**src/rtl/uart_tx_if.sv**
```systemverilog
// Producer-to-transmitter byte handshake: TX_VALIDi/TX_DATAi from the producer, TX_READYo back.
// No storage; signals pass straight through.
// The producer holds TX_VALIDi/TX_DATAi until it sees TX_READYo high at a rising edge.
interface uart_tx_if #(
  parameter int DATA_WIDTH = 8
);
  logic                  TX_VALIDi;
  logic [DATA_WIDTH-1:0] TX_DATAi;
  logic                  TX_READYo;

  modport master (output TX_VALIDi, output TX_DATAi, input TX_READYo);
  modport slave  (input TX_VALIDi, input TX_DATAi, output TX_READYo);
endinterface

```
**src/rtl/uart_tx.sv**
```systemverilog
// UART transmitter, 8N1/8N2 frames (8E1/8O1 and 2-stop variants when UART_TX_PARITY_EN is defined).
// The start bit appears on TXo from the cycle after the handshake. DONEo is high in the final frame cycle.
// TX_READYo is high only in IDLE. Input is ignored for the whole frame, plus one idle cycle between frames.
module uart_tx #(
  parameter int CLKS_PER_BIT = 868,
  parameter int DATA_WIDTH   = 8,
  parameter int STOP_BITS    = 1,
  parameter int PARITY_ODD   = 0
) (
  input  logic       CLK,
  input  logic       RST,
  uart_tx_if.slave   tx_if,
  output logic       TXo,
  output logic       BUSYo,
  output logic       DONEo
);

  localparam int CW = $clog2(CLKS_PER_BIT);
  localparam int IW = $clog2(DATA_WIDTH);
  localparam logic [CW-1:0] CNT_LAST      = CW'(CLKS_PER_BIT - 1);
  localparam logic [CW-1:0] CNT_PRE_LAST  = CW'(CLKS_PER_BIT - 2);
  localparam logic [IW-1:0] IDX_DATA_LAST = IW'(DATA_WIDTH - 1);
  localparam logic [IW-1:0] IDX_STOP_LAST = IW'(STOP_BITS - 1);

  // Reject parameter values the frame logic cannot represent.
  if (CLKS_PER_BIT < 2) begin : g_bad_cpb
    $error("uart_tx: CLKS_PER_BIT must be >= 2");
  end
  if (STOP_BITS != 1 && STOP_BITS != 2) begin : g_bad_stop
    $error("uart_tx: STOP_BITS must be 1 or 2");
  end
  if (PARITY_ODD != 0 && PARITY_ODD != 1) begin : g_bad_par
    $error("uart_tx: PARITY_ODD must be 0 or 1");
  end

`ifdef UART_TX_PARITY_EN
  typedef enum logic [2:0] {S_IDLE, S_START, S_DATA, S_PARITY, S_STOP} state_t;
`else
  typedef enum logic [2:0] {S_IDLE, S_START, S_DATA, S_STOP} state_t;
`endif

  state_t                r_state, w_state_nxt;
  logic [CW-1:0]         r_cnt, w_cnt_nxt;
  logic [IW-1:0]         r_idx, w_idx_nxt;
  logic [DATA_WIDTH-1:0] r_shift, w_shift_nxt;
  logic                  r_tx, w_tx_nxt;
  logic                  r_done, w_done_nxt;
  logic                  w_bit_end;
  logic                  w_accept;

  assign w_bit_end = (r_cnt == CNT_LAST);
  assign w_accept  = (r_state == S_IDLE) && tx_if.TX_VALIDi;

`ifdef UART_TX_PARITY_EN
  logic r_par;

  // Parity is taken from the byte as latched, before any shifting.
  always_ff @(posedge CLK or posedge RST) begin
    if (RST)           r_par <= 1'b0;
    else if (w_accept) r_par <= (^tx_if.TX_DATAi) ^ 1'(PARITY_ODD);
  end
`endif

  // State, counters and line outputs all advance together from the next-state logic.
  always_ff @(posedge CLK or posedge RST) begin
    if (RST) begin
      r_state <= S_IDLE;
      r_cnt   <= '0;
      r_idx   <= '0;
      r_shift <= '0;
      r_tx    <= 1'b1;
      r_done  <= 1'b0;
    end else begin
      r_state <= w_state_nxt;
      r_cnt   <= w_cnt_nxt;
      r_idx   <= w_idx_nxt;
      r_shift <= w_shift_nxt;
      r_tx    <= w_tx_nxt;
      r_done  <= w_done_nxt;
    end
  end

  // Frame sequencing. r_idx counts data bits in DATA and stop bits in STOP.
  // TXo is computed from the next state so that it is registered and aligned with the state.
  always_comb begin
    w_state_nxt = r_state;
    w_cnt_nxt   = r_cnt;
    w_idx_nxt   = r_idx;
    w_shift_nxt = r_shift;
    w_done_nxt  = 1'b0;
    w_tx_nxt    = 1'b1;

    if (r_state != S_IDLE) begin
      w_cnt_nxt = w_bit_end ? '0 : r_cnt + 1'b1;
    end

    case (r_state)
      S_IDLE: begin
        if (w_accept) begin
          w_state_nxt = S_START;
          w_shift_nxt = tx_if.TX_DATAi;
          w_cnt_nxt   = '0;
          w_idx_nxt   = '0;
        end
      end
      S_START: begin
        if (w_bit_end) w_state_nxt = S_DATA;
      end
      S_DATA: begin
        if (w_bit_end) begin
          w_shift_nxt = r_shift >> 1;
          if (r_idx == IDX_DATA_LAST) begin
            w_idx_nxt = '0;
`ifdef UART_TX_PARITY_EN
            w_state_nxt = S_PARITY;
`else
            w_state_nxt = S_STOP;
`endif
          end else begin
            w_idx_nxt = r_idx + 1'b1;
          end
        end
      end
`ifdef UART_TX_PARITY_EN
      S_PARITY: begin
        if (w_bit_end) w_state_nxt = S_STOP;
      end
`endif
      S_STOP: begin
        // DONEo is raised one cycle early so that its register lines up with the final stop cycle.
        if (r_idx == IDX_STOP_LAST && r_cnt == CNT_PRE_LAST) w_done_nxt = 1'b1;
        if (w_bit_end) begin
          if (r_idx == IDX_STOP_LAST) begin
            w_state_nxt = S_IDLE;
            w_idx_nxt   = '0;
          end else begin
            w_idx_nxt = r_idx + 1'b1;
          end
        end
      end
      default: begin
        w_state_nxt = S_IDLE;
      end
    endcase

    case (w_state_nxt)
      S_START:  w_tx_nxt = 1'b0;
      S_DATA:   w_tx_nxt = w_shift_nxt[0];
`ifdef UART_TX_PARITY_EN
      S_PARITY: w_tx_nxt = r_par;
`endif
      default:  w_tx_nxt = 1'b1;
    endcase
  end

  assign TXo             = r_tx;
  assign DONEo           = r_done;
  assign BUSYo           = (r_state != S_IDLE);
  assign tx_if.TX_READYo = (r_state == S_IDLE);

endmodule
```
**src/flat_wrapper.sv**
```systemverilog
// flat-port wrapper written by rule: the top's interface ports become plain ports
module uart_tx_flat 
#(
  parameter int CLKS_PER_BIT = 868,
  parameter int DATA_WIDTH   = 8,
  parameter int STOP_BITS    = 1,
  parameter int PARITY_ODD   = 0
)
  (CLK, RST, TXo, BUSYo, DONEo, tx_if_TX_VALIDi, tx_if_TX_DATAi, tx_if_TX_READYo);
  uart_tx_if #(.DATA_WIDTH(DATA_WIDTH)) tx_if_i ();
  input  logic CLK;
  input  logic RST;
  output logic TXo;
  output logic BUSYo;
  output logic DONEo;
  input wire logic [$bits(tx_if_i.TX_VALIDi)-1:0] tx_if_TX_VALIDi;
  input wire logic [$bits(tx_if_i.TX_DATAi)-1:0] tx_if_TX_DATAi;
  output wire logic [$bits(tx_if_i.TX_READYo)-1:0] tx_if_TX_READYo;
  assign tx_if_i.TX_VALIDi = tx_if_TX_VALIDi;
  assign tx_if_i.TX_DATAi = tx_if_TX_DATAi;
  assign tx_if_TX_READYo = tx_if_i.TX_READYo;
  uart_tx #(.CLKS_PER_BIT(CLKS_PER_BIT), .DATA_WIDTH(DATA_WIDTH), .STOP_BITS(STOP_BITS), .PARITY_ODD(PARITY_ODD)) u_core (.CLK(CLK), .RST(RST), .tx_if(tx_if_i), .TXo(TXo), .BUSYo(BUSYo), .DONEo(DONEo));
endmodule
```
**config.mk**
```make
export PLATFORM = sky130hd
export DESIGN_NAME = uart_tx_flat
export DESIGN_NICKNAME = d
export VERILOG_FILES = /design/src/rtl/uart_tx_if.sv /design/src/rtl/uart_tx.sv /design/src/flat_wrapper.sv
export SDC_FILE = /design/constraint.sdc
export NUM_CORES = 1
export LEC_CHECK = 0
export BUFFER_PORTS_ARGS = -buffer_cell sky130_fd_sc_hd__buf_2
export CORE_MARGIN = 8
export CORE_UTILIZATION = 50
export CTS_BUF_LIST = sky130_fd_sc_hd__clkbuf_2 sky130_fd_sc_hd__clkbuf_4 sky130_fd_sc_hd__clkbuf_8
export DETAILED_ROUTE_END_ITERATION = 16
export PLACE_DENSITY = 0.78
export REMOVE_ABC_BUFFERS = 1
export SYNTH_ARGS = -nofsm -noshare
export SYNTH_HDL_FRONTEND = slang
export SYNTH_SLANG_ARGS = --single-unit
export TNS_END_PERCENT = 100
```
**constraint.sdc**
```tcl
create_clock -name CLK -period 3.9 [get_ports CLK]
set_input_delay 0.78 -clock CLK [delete_from_list [all_inputs] [get_ports CLK]]
set_output_delay 0.78 -clock CLK [all_outputs]
set_load 0.01 [all_outputs]
```
==> impl_metrics.prom, run 1 <==
# TYPE chip_impl_metric gauge
chip_impl_metric{name="grt_use_met2",unit=""} 0.215
chip_impl_info{name="worst_hold_path_type",value="flip-flop to flip-flop"} 1
chip_impl_info{name="mostFrequentLayoutCells",value="sky130_fd_sc_hd__dfrtp_1, sky130_fd_sc_hd__nor2_1, sky130_fd_sc_hd__buf_2"} 1
chip_impl_metric{name="total_number_of_clock_tree_sinks",unit=""} 26
chip_impl_metric{name="number_of_global_route_vias_before_repair",unit=""} 1161
chip_impl_metric{name="worst_slew_pin_slew",unit="ns"} 0.986
chip_impl_metric{name="globalRoute.totalOverflow",unit=""} 0
chip_impl_metric{name="max-slew-margin-rel",unit=""} 0.342
chip_impl_metric{name="antenna-diode-count",unit=""} 0
chip_impl_metric{name="r2r_slack",unit="ns"} 1.99
chip_impl_info{name="worstHoldStart",value="u_core.r_shift[4]"} 1
chip_impl_info{name="post-synth-top-area-cell",value="sky130_fd_sc_hd__dfrtp_1"} 1
chip_impl_metric{name="insertion_delay",unit="ns"} 0.33
chip_impl_metric{name="syn_area",unit="µm²"} 1530
chip_impl_metric{name="finish.utilization",unit=""} 0.561
chip_impl_metric{name="global_route.usage.met1",unit=""} 0.172
chip_impl_metric{name="route.antenna.remaining_nets",unit=""} 0
chip_impl_info{name="criticalPathCategory",value="flip-flop to output pin"} 1
chip_impl_metric{name="powerDensity",unit="nW/µm²"} 387
chip_impl_info{name="mostFrequentLayoutCell",value="sky130_fd_sc_hd__dfrtp_1"} 1
chip_impl_metric{name="cells_after_synth",unit=""} 144
chip_impl_metric{name="layout_setup_ws",unit="ns"} 1.50
chip_impl_metric{name="timing.fmax",unit="GHz"} 0.416
chip_impl_metric{name="htree_levels",unit=""} 1
chip_impl_metric{name="holdPathStages",unit=""} 1
chip_impl_info{name="rr_endpoint",value="u_core.r_idx[0]"} 1
chip_impl_metric{name="cts_resized",unit=""} 0
chip_impl_metric{name="cts_buffers",unit=""} 3
chip_impl_metric{name="die_area",unit="µm²"} 5090
chip_impl_metric{name="initial_core_util",unit=""} 0.515
chip_impl_metric{name="design.final.nets",unit=""} 174
chip_impl_metric{name="setup_tns",unit="ns"} 0
chip_impl_metric{name="final.min_clock_period",unit="ns"} 2.40
chip_impl_metric{name="detailedPlace.worstSlack",unit="ns"} 1.90
chip_impl_metric{name="gpl.final_weighted_congestion",unit=""} 0.890
chip_impl_metric{name="worst_setup_hold_path_clk_slew",unit="ns"} 0.15
chip_impl_metric{name="syn-mean-instance-area",unit="µm²"} 10.6
chip_impl_metric{name="synth_edf_count",unit=""} 0
chip_impl_metric{name="worst_path_largest_cell_delay",unit="ns"} 0.52
chip_impl_metric{name="register_area",unit="µm²"} 652
chip_impl_metric{name="rows",unit=""} 20
chip_impl_metric{name="grt_use_met3",unit=""} 0.0181
chip_impl_metric{name="floorplan.die.width",unit="µm"} 71.4
chip_impl_metric{name="vias_per_cell",unit=""} 5.95
chip_impl_metric{name="post-synth-top-area-fraction",unit=""} 0.408
chip_impl_metric{name="antenna_found_initial",unit=""} 0
chip_impl_metric{name="max-vdd-ir-drop",unit="mV"} 0.228
chip_impl_metric{name="drc",unit=""} 0
chip_impl_metric{name="multi_input_area",unit="µm²"} 806
chip_impl_metric{name="final.period_utilization",unit=""} 0.616
chip_impl_metric{name="die_h",unit="µm"} 71.4
chip_impl_info{name="outcome",value="complete, no violations"} 1
chip_impl_metric{name="port_buffers",unit=""} 14
chip_impl_metric{name="grt_max_degree",unit=""} 27
chip_impl_metric{name="via_count",unit=""} 1130
chip_impl_info{name="cts_root_buffer",value="sky130_fd_sc_hd__clkbuf_4"} 1
chip_impl_metric{name="wire_per_inst",unit="µm"} 16.1
chip_impl_metric{name="pleak",unit="nW"} 0.769
chip_impl_metric{name="number_of_warning_messages_in_the_yosys_log",unit=""} 0
chip_impl_info{name="critical_path.cell_chain",value="nor3_1, buf_4, inv_1, buf_2"} 1
chip_impl_metric{name="placeableCoreArea",unit="µm²"} 2980
chip_impl_metric{name="cts_hold_repair.buffers",unit=""} 0
chip_impl_info{name="endpoint_kind",value="output pin"} 1
chip_impl_metric{name="skew",unit="ns"} 0.00195
chip_impl_info{name="critPathSlowestCell",value="sky130_fd_sc_hd__dfrtp_1"} 1
chip_impl_info{name="rsz_0062_raised_after_global_routing",value="no"} 1
chip_impl_info{name="holdPathEnd",value="u_core.r_shift[3]"} 1
chip_impl_metric{name="netlist-cell-type-count",unit=""} 49
chip_impl_metric{name="number_of_synthesized_register_bits",unit=""} 26
chip_impl_metric{name="final-max-slew-violation-count",unit=""} 0
chip_impl_metric{name="drt_iter0_markers",unit=""} 85
chip_impl_metric{name="critPathRequiredTime",unit="ns"} 3.12
chip_impl_info{name="timing.critical_path.from_type",value="flip-flop"} 1
chip_impl_metric{name="critical_path_peak_fanout",unit=""} 20
chip_impl_metric{name="final.hold.worst_slack",unit="ns"} 0.535
chip_impl_metric{name="hpwl",unit="µm"} 2260
chip_impl_info{name="postSynth.topFlopCell",value="sky130_fd_sc_hd__dfrtp_1"} 1
chip_impl_metric{name="global_route_wire_length_before_repair",unit="µm"} 5490
chip_impl_info{name="tritoncts",value="done"} 1
chip_impl_metric{name="post_route_cells_drive_above_1_share",unit=""} 0.185
chip_impl_metric{name="drv.max_cap_violation_count",unit=""} 0
chip_impl_metric{name="boundary_pin_count",unit=""} 15
chip_impl_info{name="grt-busiest-layer",value="met2"} 1
chip_impl_metric{name="r2r.worst_path.cells",unit=""} 5
chip_impl_metric{name="cts-root-to-sink-buffers",unit=""} 2
chip_impl_metric{name="report.final.setup_viol",unit=""} 0
chip_impl_info{name="post_synth_main_area_contributors",value="sky130_fd_sc_hd__dfrtp_1, sky130_fd_sc_hd__ha_1, sky130_fd_sc_hd__a221o_1, sky130_fd_sc_hd__nor2_1, sky130_fd_sc_hd__nand4bb_4"} 1
chip_impl_metric{name="synth_async_sr_flop_share",unit=""} 1.00
chip_impl_metric{name="hold_violations",unit=""} 0
chip_impl_info{name="r2r-start",value="u_core.r_cnt[0]"} 1
chip_impl_metric{name="cp_data_arrival_time",unit="ns"} 1.62
chip_impl_metric{name="wl",unit="µm"} 3060
chip_impl_metric{name="synth-seq-area-share",unit=""} 0.425
chip_impl_metric{name="groute.usage.overall",unit=""} 0.133
chip_impl_metric{name="cts_post_setup_buffers_inserted",unit=""} 0
chip_impl_metric{name="number_of_detailed_routing_iterations_run_before_antenna_repair",unit=""} 6
chip_impl_metric{name="fillerInstances",unit=""} 257
chip_impl_metric{name="area_delta_synth_final",unit="%"} 8.98
sequential cells by signal, indices dropped and copies added (netlist names):
register and flops:
u_core.TXo 1, u_core.r_state 3, u_core.r_idx 3, u_core.r_cnt 10, u_core.r_shift 8, u_core.DONEo 1
layout make-up:
type,instances,share of cell area
multi-input combinational,101,0.482
sequential,26,0.390
timing repair buffer,15,0.0464
inverter,11,0.0247
tap,33,0.0247
clock inverter,1,0.0180
clock buffer,3,0.0135
stage by stage:
step | power (W) | area [µm²] | std cells
2_1_floorplan | 0.000428 | 1500 | 138
4_1_cts | 0.000651 | 1670 | 190
3_5_place_dp | 0.000463 | 1620 | 186
6_report | 0.000647 | 1670 | 190
5_1_grt | 0.000679 | 1670 | 190
3_3_place_gp | 0.000456 | 1620 | 186
how the worst max path moves through the flow:
stage                      startpoint    end  slack, ns  depth (start not counted)
floorplan           u_core.r_state[0]  BUSYo       1.16                          2
global placement    u_core.r_state[0]  BUSYo       1.93                          4
finish              u_core.r_state[0]  BUSYo       1.50                          4
global route        u_core.r_state[0]  BUSYo       1.38                          4
CTS                 u_core.r_state[0]  BUSYo       1.50                          4
detailed placement  u_core.r_state[0]  BUSYo       1.90                          4
power by group:
part	leakage (nW)	internal [W]	switching [W]
sequential	0.337	0.000303	0.0000409
clock	0.0279	0.000104	0.0000858
combinational	0.404	0.0000581	0.0000554
total	0.769	0.000465	0.000182
synthesized netlist by cell type (2+ instances only):
library cell                 n
sky130_fd_sc_hd__a32o_1      4
sky130_fd_sc_hd__nand3b_1    2
sky130_fd_sc_hd__or3_1       2
sky130_fd_sc_hd__a221o_1     6
sky130_fd_sc_hd__and3_1      6
sky130_fd_sc_hd__nand4bb_4   2
sky130_fd_sc_hd__nor2b_1     2
sky130_fd_sc_hd__dfrtp_1    25
sky130_fd_sc_hd__buf_4       2
sky130_fd_sc_hd__mux2i_1     3
sky130_fd_sc_hd__xnor2_1     5
sky130_fd_sc_hd__nor2_1     15
sky130_fd_sc_hd__nand2_1     6
sky130_fd_sc_hd__buf_2       3
sky130_fd_sc_hd__inv_1      11
sky130_fd_sc_hd__nand3_1     5
sky130_fd_sc_hd__o31ai_1     2
sky130_fd_sc_hd__nor4_1      2
sky130_fd_sc_hd__nor3_1      4
sky130_fd_sc_hd__nor4_4      2
sky130_fd_sc_hd__nand4_1     3
sky130_fd_sc_hd__ha_1        5
worst max-delay path: cells and delay by family (launching register included):
| kind | cells | cell delay (ns) |
|---|---|---|
| AND/OR/NAND/NOR | 1 | 0.23 |
| buffers and inverters | 3 | 0.54 |
| flip-flops | 1 | 0.52 |
per-layer routing:
metal  part of all wire  up-vias
li1                   -      560
met1               0.47      546
met2               0.49       17
met3              0.024        7
met4              0.017        0
met5                  0        -
kinds of logic (layout without fill, tap and decap cells):
family / count (synthesis) / after routing / share of synthesized area
muxes: 3 / 3 / 0.0196
adders and majority gates: 5 / 5 / 0.0408
xor gates and xnor gates: 6 / 6 / 0.0343
other: 1 / 1 / 0.00245
AOI/OAI and AO/OA: 25 / 25 / 0.148
and+or+nand+nor: 61 / 61 / 0.281
DFF: 26 / 26 / 0.425
buffers and inverters: 17 / 30 / 0.0490
Note: power is estimated with default switching activity, not from simulation.
==> run 2: changes to the inputs <==
--- a/config.mk
+++ b/config.mk
@@ -5,12 +5,13 @@
 export SDC_FILE = /design/constraint.sdc
 export NUM_CORES = 1
 export LEC_CHECK = 0
+export ABC_AREA = 1
 export BUFFER_PORTS_ARGS = -buffer_cell sky130_fd_sc_hd__buf_2
 export CORE_MARGIN = 8
 export CORE_UTILIZATION = 50
 export CTS_BUF_LIST = sky130_fd_sc_hd__clkbuf_2 sky130_fd_sc_hd__clkbuf_4 sky130_fd_sc_hd__clkbuf_8
 export DETAILED_ROUTE_END_ITERATION = 16
-export PLACE_DENSITY = 0.78
+export PLACE_DENSITY = 0.81
 export REMOVE_ABC_BUFFERS = 1
 export SYNTH_ARGS = -nofsm -noshare
 export SYNTH_HDL_FRONTEND = slang
==> constraint.sdc (replaced) <==
create_clock -name CLK -period 2.1 [get_ports CLK]
set_input_delay 0.42 -clock CLK [delete_from_list [all_inputs] [get_ports CLK]]
set_output_delay 0.42 -clock CLK [all_outputs]
set_load 0.01 [all_outputs]
==> run 2 against run 1 <==
Global-route usage fell by 0.80 points. Utilization rose by 1.7 points. Hold slack got worse by 0.42 ns. Critical path depth rose by 1. Clock power rose by 33%. Sequential power rose by 79%. Sequential share of layout area fell by 1.8 points. Register-to-register slack got worse by 1.5 ns. Total power rose by 69%. Synthesized cell count rose by 30%. Largest cell class unchanged.
==> impl_metrics.prom, run 2 <==
# TYPE chip_impl_metric gauge
chip_impl_metric{name="total_number_of_clock_tree_sinks",unit=""} 26
chip_impl_metric{name="global_route_wire_length_before_repair",unit="µm"} 5260
chip_impl_metric{name="die_h",unit="µm"} 72.2
chip_impl_metric{name="r2r.worst_path.cells",unit=""} 8
chip_impl_metric{name="largest_register_ffs",unit=""} 10
chip_impl_metric{name="insertion_delay",unit="ns"} 0.32
chip_impl_metric{name="design.final.nets",unit=""} 223
chip_impl_metric{name="critPathRequiredTime",unit="ns"} 1.68
chip_impl_info{name="rr_endpoint",value="u_core.r_shift[5]"} 1
chip_impl_metric{name="htree_levels",unit=""} 1
chip_impl_info{name="critPathSlowestCell",value="sky130_fd_sc_hd__dfrtp_1"} 1
chip_impl_info{name="cts_root_buffer",value="sky130_fd_sc_hd__clkbuf_4"} 1
chip_impl_metric{name="worst_path_largest_cell_delay",unit="ns"} 0.45
chip_impl_metric{name="cells_after_synth",unit=""} 187
chip_impl_metric{name="drc",unit=""} 0
chip_impl_metric{name="port_buffers",unit=""} 14
chip_impl_info{name="top_regs",value="u_core.r_cnt (10), u_core.r_shift (8)"} 1
chip_impl_metric{name="number_of_synthesized_register_bits",unit=""} 26
chip_impl_metric{name="route.antenna.remaining_nets",unit=""} 0
chip_impl_metric{name="cts_buffers",unit=""} 3
chip_impl_metric{name="number_of_warning_messages_in_the_yosys_log",unit=""} 0
chip_impl_metric{name="worst_setup_hold_path_clk_slew",unit="ns"} 0.13
chip_impl_metric{name="area_of_all_placed_cells_without_fillers",unit="µm²"} 1750
chip_impl_metric{name="synth-seq-area-share",unit=""} 0.413
chip_impl_metric{name="syn-mean-instance-area",unit="µm²"} 8.45
chip_impl_info{name="post_synth_main_area_contributors",value="sky130_fd_sc_hd__dfrtp_1, sky130_fd_sc_hd__nand2_1, sky130_fd_sc_hd__inv_1, sky130_fd_sc_hd__nor2_1, sky130_fd_sc_hd__a21oi_1"} 1
chip_impl_metric{name="via_count",unit=""} 1240
chip_impl_metric{name="post-synth-top-area-fraction",unit=""} 0.396
chip_impl_metric{name="final.period_utilization",unit=""} 0.860
chip_impl_metric{name="die_area",unit="µm²"} 5220
chip_impl_info{name="tritoncts",value="done"} 1
chip_impl_info{name="rsz_0062_raised_after_global_routing",value="no"} 1
chip_impl_metric{name="placeableCoreArea",unit="µm²"} 3030
chip_impl_metric{name="area_delta_synth_final",unit="%"} 10.7
chip_impl_info{name="timing.critical_path.from_type",value="flip-flop"} 1
chip_impl_info{name="outcome",value="complete, no violations"} 1
chip_impl_metric{name="grt_max_degree",unit=""} 27
chip_impl_info{name="worst_hold_path_type",value="input pin to async pin"} 1
chip_impl_info{name="post-synth-top-area-cell",value="sky130_fd_sc_hd__dfrtp_1"} 1
chip_impl_metric{name="powerDensity",unit="nW/µm²"} 626
chip_impl_metric{name="critical_path_peak_fanout",unit=""} 7
chip_impl_metric{name="antenna_found_initial",unit=""} 0
chip_impl_info{name="r2r-start",value="u_core.r_cnt[0]"} 1
chip_impl_info{name="mostFrequentLayoutCells",value="sky130_fd_sc_hd__nand2_1, sky130_fd_sc_hd__dfrtp_1, sky130_fd_sc_hd__inv_1, sky130_fd_sc_hd__nor2_1"} 1
chip_impl_metric{name="hold_violations",unit=""} 0
chip_impl_metric{name="wire_per_inst",unit="µm"} 12.0
chip_impl_metric{name="cts_resized",unit=""} 0
chip_impl_metric{name="timing.fmax",unit="GHz"} 0.554
chip_impl_metric{name="placed_cell_area",unit="µm²"} 1710
chip_impl_metric{name="final.min_clock_period",unit="ns"} 1.81
chip_impl_metric{name="gpl.final_weighted_congestion",unit=""} 0.850
chip_impl_metric{name="skew",unit="ns"} 0.00190
chip_impl_metric{name="wl",unit="µm"} 3000
chip_impl_metric{name="syn_area",unit="µm²"} 1580
chip_impl_metric{name="hpwl",unit="µm"} 2350
chip_impl_metric{name="synth_async_sr_flop_share",unit=""} 1.00
chip_impl_info{name="top_reg_by_flops",value="u_core.r_cnt"} 1
chip_impl_metric{name="drt_iter0_markers",unit=""} 83
chip_impl_info{name="post-synth-top-count-cell",value="sky130_fd_sc_hd__nand2_1"} 1
chip_impl_metric{name="setup_tns",unit="ns"} 0
chip_impl_metric{name="groute.usage.overall",unit=""} 0.125
chip_impl_info{name="postSynth.topFlopCell",value="sky130_fd_sc_hd__dfrtp_1"} 1
chip_impl_metric{name="synth_edf_count",unit=""} 0
chip_impl_metric{name="post_route_cells_drive_above_1_share",unit=""} 0.248
chip_impl_metric{name="report.final.setup_viol",unit=""} 0
chip_impl_metric{name="vias_per_cell",unit=""} 4.96
chip_impl_metric{name="number_of_global_route_vias_before_repair",unit=""} 1161
chip_impl_metric{name="boundary_pin_count",unit=""} 15
chip_impl_info{name="synth.top_cells.by_count",value="sky130_fd_sc_hd__nand2_1, sky130_fd_sc_hd__dfrtp_1, sky130_fd_sc_hd__inv_1, sky130_fd_sc_hd__nor2_1, sky130_fd_sc_hd__a21oi_1"} 1
chip_impl_metric{name="netlist-cell-type-count",unit=""} 30
chip_impl_info{name="critical_path.cell_chain",value="inv_1, nand2_1, nor2_4, inv_2, buf_2"} 1
chip_impl_metric{name="cp_data_arrival_time",unit="ns"} 1.39
chip_impl_metric{name="rows",unit=""} 20
chip_impl_metric{name="globalRoute.totalOverflow",unit=""} 0
chip_impl_metric{name="number_of_detailed_routing_iterations_run_before_antenna_repair",unit=""} 4
chip_impl_info{name="mostFrequentLayoutCell",value="sky130_fd_sc_hd__nand2_1"} 1
chip_impl_metric{name="max-vdd-ir-drop",unit="mV"} 0.396
chip_impl_metric{name="cts_hold_repair.buffers",unit=""} 0
chip_impl_metric{name="cts-root-to-sink-buffers",unit=""} 2
chip_impl_metric{name="floorplan.die.width",unit="µm"} 72.2
chip_impl_metric{name="pleak",unit="nW"} 0.871
chip_impl_metric{name="r2r_slack",unit="ns"} 0.47
chip_impl_info{name="endpoint_kind",value="output pin"} 1
chip_impl_metric{name="finish.utilization",unit=""} 0.578
chip_impl_metric{name="final-max-slew-violation-count",unit=""} 0
chip_impl_metric{name="initial_core_util",unit=""} 0.522
chip_impl_metric{name="drv.max_cap_violation_count",unit=""} 0
chip_impl_metric{name="antenna-diode-count",unit=""} 0
chip_impl_info{name="criticalPathCategory",value="flip-flop to output pin"} 1
chip_impl_metric{name="cts_post_setup_buffers_inserted",unit=""} 0
[run 2: cell count changes in the layout (fill, tap and decap cells not counted), sizes merged, moves of 5 or more]
| cell | delta |
|---|---|
| a21oi | +14 |
| a221o | -6 |
| and3 | -5 |
| inv | +15 |
| nand2 | +38 |
| nand3 | +11 |
| nor2 | +14 |
[run 2: final cells by class]
cell class	instances	area [µm²]
multi-input cells	134	826
clock buffers	4	36.3
repair buffers	15	77.6
inverters	27	103
flip-flops and latches	26	652
fillers	278	1280
well taps	44	55.1
[run 2: per-stage QoR]
step	std cells	power (W)	worst slack [ns]	hold WS, ns
4_1_cts	250	0.00110	0.289	0.121
3_3_place_gp	246	0.000845	0.580	0.467
2_1_floorplan	187	0.000786	0.656	0.449
5_1_grt	250	0.00117	0.205	0.134
3_5_place_dp	246	0.000852	0.505	0.481
6_report	250	0.00109	0.293	0.113
[run 2: worst max-delay path by stage]
stage | slack (ns) | from | depth (start not counted) | endpoint
floorplan | 0.66 | u_core.r_cnt[0] | 8 | u_core.r_shift[2]
global placement | 0.58 | u_core.r_cnt[0] | 7 | u_core.r_shift[7]
detailed placement | 0.51 | u_core.r_cnt[0] | 8 | u_core.r_shift[5]
CTS | 0.29 | u_core.r_state[2] | 5 | BUSYo
global route | 0.20 | u_core.r_state[0] | 5 | BUSYo
finish | 0.29 | u_core.r_state[2] | 5 | BUSYo
[run 2: logic make-up (layout without fill, tap and decap cells)]
group | Yosys count | count (layout) | share of synthesized area
DFF | 26 | 26 | 0.413
AOI/OAI and AO/OA | 26 | 26 | 0.0903
adders and majority gates | 5 | 5 | 0.0396
other | 1 | 1 | 0.00237
xor gates and xnor gates | 5 | 5 | 0.0277
buffers and inverters | 27 | 46 | 0.0649
and+or+nand+nor | 97 | 97 | 0.363
[run 2: report_power, final]
part	leakage [nW]	switching, W	total (W)	internal (W)
Sequential	0.337	0.0000516	0.000617	0.000565
Clock	0.0210	0.000146	0.000252	0.000106
Combinational	0.513	0.000144	0.000225	0.0000811
Total	0.871	0.000342	0.00109	0.000753
[run 2: critical path: cells and delay by family, from the launching register on]
family,cells,cell delay (ns)
flops,1,0.45
simple gates,2,0.24
buf+inv,3,0.37
[run 2: per-layer routing]
layer / GRT usage / vias up / share of wire
met5: 0 / - / 0
met1: 0.171 / 572 / 0.51
li1: - / 639 / -
met3: 0.0165 / 5 / 0.040
met2: 0.184 / 24 / 0.43
met4: 0.0680 / 0 / 0.021
